`config.mk`:
```
export PLATFORM = sky130hd
export DESIGN_NAME = axi_read_arbiter
export DESIGN_NICKNAME = d
export VERILOG_FILES = /design/src/rtl/axi_read_arbiter.sv
export SDC_FILE = /design/constraint.sdc
export NUM_CORES = 1
export LEC_CHECK = 0
export BUFFER_PORTS_ARGS = -buffer_cell sky130_fd_sc_hd__buf_2
export CAP_MARGIN = 25
export CORE_AREA = 2 2 103 105
export CTS_CLUSTER_DIAMETER = 200
export DETAILED_ROUTE_END_ITERATION = 10
export DIE_AREA = 0 0 105 107
export REMOVE_ABC_BUFFERS = 1
export SLEW_MARGIN = 20
export SYNTH_ARGS = -nofsm -noshare
export SYNTH_HDL_FRONTEND = slang
export SYNTH_SLANG_ARGS = --single-unit
export TNS_END_PERCENT = 10
```
`constraint.sdc`:
```
create_clock -name aclk -period 1.4 [get_ports aclk]
set_clock_uncertainty 0.2 [all_clocks]
set_input_delay 0.21 -clock aclk [delete_from_list [all_inputs] [get_ports aclk]]
set_output_delay 0.21 -clock aclk [all_outputs]
set_load 0.01 [all_outputs]
```
`src/rtl/axi_read_arbiter.sv`:
```
// axi_read_arbiter: shares one AXI read master (AR/R channels) between the
// instruction-fetch and data-access miss units. One burst in flight at a time.
// Optional build macro: ARB_ROUND_ROBIN_EN. When it is defined, simultaneous
// requests alternate between the two sides. When it is undefined, the data
// side always wins ties.
module axi_read_arbiter #(
    parameter logic [3:0] INST_ID = 4'd0,
    parameter logic [3:0] DATA_ID = 4'd1
) (
    input  logic        aclk,
    input  logic        aresetn,
    // instruction side
    input  logic        i_arvalid,
    input  logic [31:0] i_araddr,
    input  logic [7:0]  i_arlen,
    input  logic [2:0]  i_arsize,
    output logic        i_arready,
    output logic [31:0] i_rdata,
    output logic        i_rlast,
    output logic        i_rvalid,
    input  logic        i_rready,
    // data side
    input  logic        d_arvalid,
    input  logic [31:0] d_araddr,
    input  logic [7:0]  d_arlen,
    input  logic [2:0]  d_arsize,
    output logic        d_arready,
    output logic [31:0] d_rdata,
    output logic        d_rlast,
    output logic        d_rvalid,
    input  logic        d_rready,
    // AXI master
    output logic [3:0]  m_arid,
    output logic [31:0] m_araddr,
    output logic [7:0]  m_arlen,
    output logic [2:0]  m_arsize,
    output logic [1:0]  m_arburst,
    output logic [1:0]  m_arlock,
    output logic [3:0]  m_arcache,
    output logic [2:0]  m_arprot,
    output logic        m_arvalid,
    input  logic        m_arready,
    input  logic [3:0]  m_rid,
    input  logic [31:0] m_rdata,
    input  logic [1:0]  m_rresp,
    input  logic        m_rlast,
    input  logic        m_rvalid,
    output logic        m_rready,
    output logic        err_rid
);

    typedef enum logic [1:0] {
        IDLE = 2'd0,
        ADDR = 2'd1,
        DATA = 2'd2
    } st_t;

    st_t  st, st_nxt;
    logic gnt, gnt_nxt;            // 0 = instruction, 1 = data
    logic last_gnt, last_gnt_nxt;
    logic err_rid_nxt;
    logic [3:0] gnt_id;

    assign gnt_id = gnt ? DATA_ID : INST_ID;

    // Fixed AR attributes: INCR bursts, normal access, unprivileged
    assign m_arburst = 2'b01;
    assign m_arlock  = '0;
    assign m_arcache = '0;
    assign m_arprot  = '0;

    // R data and last are broadcast; only the granted side sees rvalid
    assign i_rdata = m_rdata;
    assign i_rlast = m_rlast;
    assign d_rdata = m_rdata;
    assign d_rlast = m_rlast;

    // rresp is intentionally dropped; last_gnt only matters for round-robin
`ifdef ARB_ROUND_ROBIN_EN
    logic unused_sig;
    assign unused_sig = ^m_rresp;
`else
    logic unused_sig;
    assign unused_sig = ^{m_rresp, last_gnt};
`endif

    // State register: FSM state, grant, previous grant and sticky rid error
    always_ff @(posedge aclk or negedge aresetn) begin
        if (!aresetn) begin
            st       <= IDLE;
            gnt      <= 1'b0;
            last_gnt <= 1'b1;
            err_rid  <= 1'b0;
        end else begin
            st       <= st_nxt;
            gnt      <= gnt_nxt;
            last_gnt <= last_gnt_nxt;
            err_rid  <= err_rid_nxt;
        end
    end

    // Next-state logic, arbitration and channel steering
    always_comb begin
        st_nxt       = st;
        gnt_nxt      = gnt;
        last_gnt_nxt = last_gnt;
        err_rid_nxt  = err_rid;
        m_arvalid    = 1'b0;
        m_rready     = 1'b0;
        i_arready    = 1'b0;
        d_arready    = 1'b0;
        i_rvalid     = 1'b0;
        d_rvalid     = 1'b0;
        m_arid       = gnt_id;
        m_araddr     = gnt ? d_araddr : i_araddr;
        m_arlen      = gnt ? d_arlen  : i_arlen;
        m_arsize     = gnt ? d_arsize : i_arsize;

        case (st)
            IDLE: begin
                if (i_arvalid || d_arvalid) begin
                    st_nxt = ADDR;
                    if (i_arvalid && d_arvalid) begin
`ifdef ARB_ROUND_ROBIN_EN
                        gnt_nxt = ~last_gnt;
`else
                        gnt_nxt = 1'b1;
`endif
                    end else begin
                        gnt_nxt = d_arvalid;
                    end
                end
            end
            ADDR: begin
                m_arvalid = 1'b1;
                if (gnt) d_arready = m_arready;
                else     i_arready = m_arready;
                if (m_arready) begin
                    st_nxt       = DATA;
                    last_gnt_nxt = gnt;
                end
            end
            DATA: begin
                m_rready = gnt ? d_rready : i_rready;
                if (gnt) d_rvalid = m_rvalid;
                else     i_rvalid = m_rvalid;
                if (m_rvalid && (m_rid != gnt_id)) err_rid_nxt = 1'b1;
                if (m_rvalid && m_rready && m_rlast) st_nxt = IDLE;
            end
            default: st_nxt = IDLE;
        endcase
    end

endmodule

```
==> results.txt <==
* Total grt overflow: 0
- Run status: finished, violations left
- Maximum operating frequency: 568 MHz
- In this run the biggest area consumer among cell types represents 44.7% of the synthesized area.
- Per-instance average area after synthesis: 8.89 µm²
* Switching share of power: 40.0%
* FP Rows: 37
* Largest buffer count on any clock path: 2
- The worst hold path passes through 2 cells.
- Met1 usage: 9.18%
* Number of nets with antenna violations after routing: 0
- In this run the count of I/O pins placed on the die edge is 264.
- Sink Count: 4
- After routing, the total negative slack on setup checks comes to -16.14 ns.
* Final critical path time including I/O delays and setup: 1.76 ns
- In this run the vertical extent of the chip is 107 µm.
- Buffers added to address setup during post-CTS repair amount to 0.
* Worst Slack Setup Final: -0.360 ns
- The number of placed instances, taps included, is 374.
- CP endpoint kind: output pin
* Initial standard-cell utilization of the core: 13.8%
- Final Wtd Congestion: 0.864
- Distinct cells, synth: 18
* Worst Reg-to-Reg Cells: 5
- Start-to-end type of the worst setup path: reg2out
- Register bit count reported by yosys: 4
- Clk slew on worst S/H paths: 0.03 ns
- Routing usage on met2: 24.4%
- The worst-case IR drop observed on VDD is 411 µV.
* Biggest area contributors in the synthesized netlist: buf_4 45%, mux2_2 35%, dfrtp_1 7.2%
- DRC marker count from the first detailed-route iteration: 58
* Share of power burned in combinational logic: 82.7%
- Number of clock buffers inserted by TritonCTS: 3
- Worst hold path class: in2reg
- Per report_power, the sequential group accounts for 8.2% of the total.
- For the worst-skew pair, the clock arrives at the later sink with an insertion delay of 0.22 ns.
- The internal power of the cells totals 1730 µW.
- Routed WL per cell: 23.4 µm
* Sequential share of the synthesized area: 7.17%
- The checks that failed: negative setup slack.
- The biggest area contributor in the post-synthesis netlist is buf_4.
- For this design the total switching power over the nets is 1150 µW.
* Final Hold Fails: 0
- Port buffering added 151 buffers.
- Vias/cell: 3.74
- Global routing used 14.3% of the available tracks across all layers.
* Final-stage net count: 378
- Setup repair after global routing could not meet its margin everywhere.
- TritonCTS built the clock tree.
- The wire-length estimate of the detail-placed layout is 7.97 mm.
- In this run the power density over the cells is 1460 nW/µm².
* Number of warning messages in the yosys log: 0
- The floorplan step defined a die boundary enclosing 11,200 µm².
* Worst EP required: 0.99 ns
- Synth Cell Area: 1400 µm²
- Number of standard cells in the layout, taps in and fillers out: 381
* Count of max-cap constraint violations: 0
- Most crowded layer after global routing: met2
* Width of the die: 105 µm
- Global routing consumed, on the met3 layer, 17.4% of the routing resources.
- Layout overhead on the synthesized area: 41.2%
* Number of antenna violations at the first check in global routing: 1
- Launching element type of the critical path: flop
* CORE AREA: 10,100 µm²
- The routed layout has 1,426 vias.
- Fin. max-slew vios: 0
- Entering global routing, the biggest net connects 28 pins.
* Clock power share: 9.1%
- OpenSTA, run right after detailed placement, puts the worst setup slack at -0.120 ns.
- The number of global-route vias before repair is 1,323.
* Drt first pass iters: 4
- Critical path data arrival time: 1.35 ns
- Synthesis produced 157 cells.
* Post-route clock period utilization: 126%
- Summed over all layers, the routed wires come to 8.93 mm.
- Global-route wire length before repair: 10.8 mm
* Library cell used as clock root buffer: clkbuf_8
- Setup violations remaining at the end of the flow were counted as 51.
- Number of remaining DRC errors: 0
- Fraction of final layout cells sized beyond drive strength 1: 85.2%
* H-tree depth: 1
- The analysis attributes to cell leakage a power of 0.00106 µW.
- Maximum net fanout on the critical path: 13
## area by class of cell
cell class / instances / area [µm²]
clock buffers: 4 / 45.0
well taps: 136 / 170
fillers: 1159 / 8120
flip-flops and latches: 4 / 101
multi-input cells: 78 / 722
repair buffers: 158 / 928
diodes: 1 / 2.50
## layer usage
layer,up-vias,wire (µm)
met5,-,76
met4,2,194
met3,11,2250
met2,218,4260
met1,594,2140
li1,601,-
## through the flow
| stage | utilization (%) | hold WS [ns] | area, µm² | total power (µW) |
|---|---|---|---|---|
| 2_1_floorplan | - | -0.286 | 763 | 1360 |
| 3_3_place_gp | 17.4 | -0.181 | 1750 | 2220 |
| 3_5_place_dp | 17.4 | -0.180 | 1750 | 2250 |
| 4_1_cts | 18.0 | 0.0108 | 1820 | 2560 |
| 5_1_grt | 19.5 | 0.0288 | 1970 | 3080 |
| 6_report | 19.5 | 0.0168 | 1970 | 2880 |
## synth_stat cells, drive strengths merged
library cell	instances
buf	87
mux2	43
nand2	5
dfrtp	4
nor2	3
nor2b	3
and3	2
conb	2
a211oi	1
a22o	1
mux2i	1
nor3	1
nor4	1
o21ai	1
o21bai	1
xor2	1
## state kept, by name, summed over array words and instances (netlist names)
| signal | flops |
|---|---|
| st | 2 |
| err_rid | 1 |
| gnt | 1 |
## layout by cell type, fill, tap and decap left out, types with 2 or more instances in the layout
cell,count
buf_2,139
mux2_2,32
conb_1,14
buf_6,12
mux2_4,11
nand2_1,5
clkbuf_8,3
dfrtp_1,3
buf_4,3
nor2b_1,2
and3_1,2
nor2_1,2
buf_12,2
## cell families after synthesis
| logic type | Yosys count | share of synthesized area [%] |
|---|---|---|
| buffers and inverters | 87 | 48.5 |
| AOI/OAI and AO/OA | 4 | 2.06 |
| other | 2 | 0.538 |
| and+or+nand+nor | 15 | 5.65 |
| muxes | 44 | 35.4 |
| xor gates and xnor gates | 1 | 0.628 |
| DFF | 4 | 7.18 |
## worst max-delay path, stage by stage, from the launching register on
cell and delay (ns):
dfrtp_2 0.44, clkbuf_16 0.22, mux2_2 0.34, buf_2 0.14
## power by group through the flow
stage                     registers (µW)  logic, µW  clock network [µW]
after floorplan                      390        973                   0
after global placement               217       2010                   0
after detailed placement             220       2030                   0
after CTS                            223       2060                 269
after global routing                 246       2550                 285
final                                235       2380                 262
## path summary, 6_finish.rpt
check                           from            to  slack (ns)
max                              gnt  m_araddr[27]       -0.36
min                        m_arready         st[0]        0.02
min in group asynchronous    aresetn         st[0]        0.16
min reg2reg                  err_rid       err_rid        0.27
max reg2reg                      gnt       err_rid       -0.10
max in group asynchronous    aresetn           gnt        0.71
## repair_timing
action	in CTS	in global routing
endpoints found under the setup margin	51	52
hold buffers	1	0
endpoints found under the hold margin	4	0
gates resized for setup	3	25
pin swaps	0	2
gates cloned	0	1
Power figures use the tool's default switching activity.
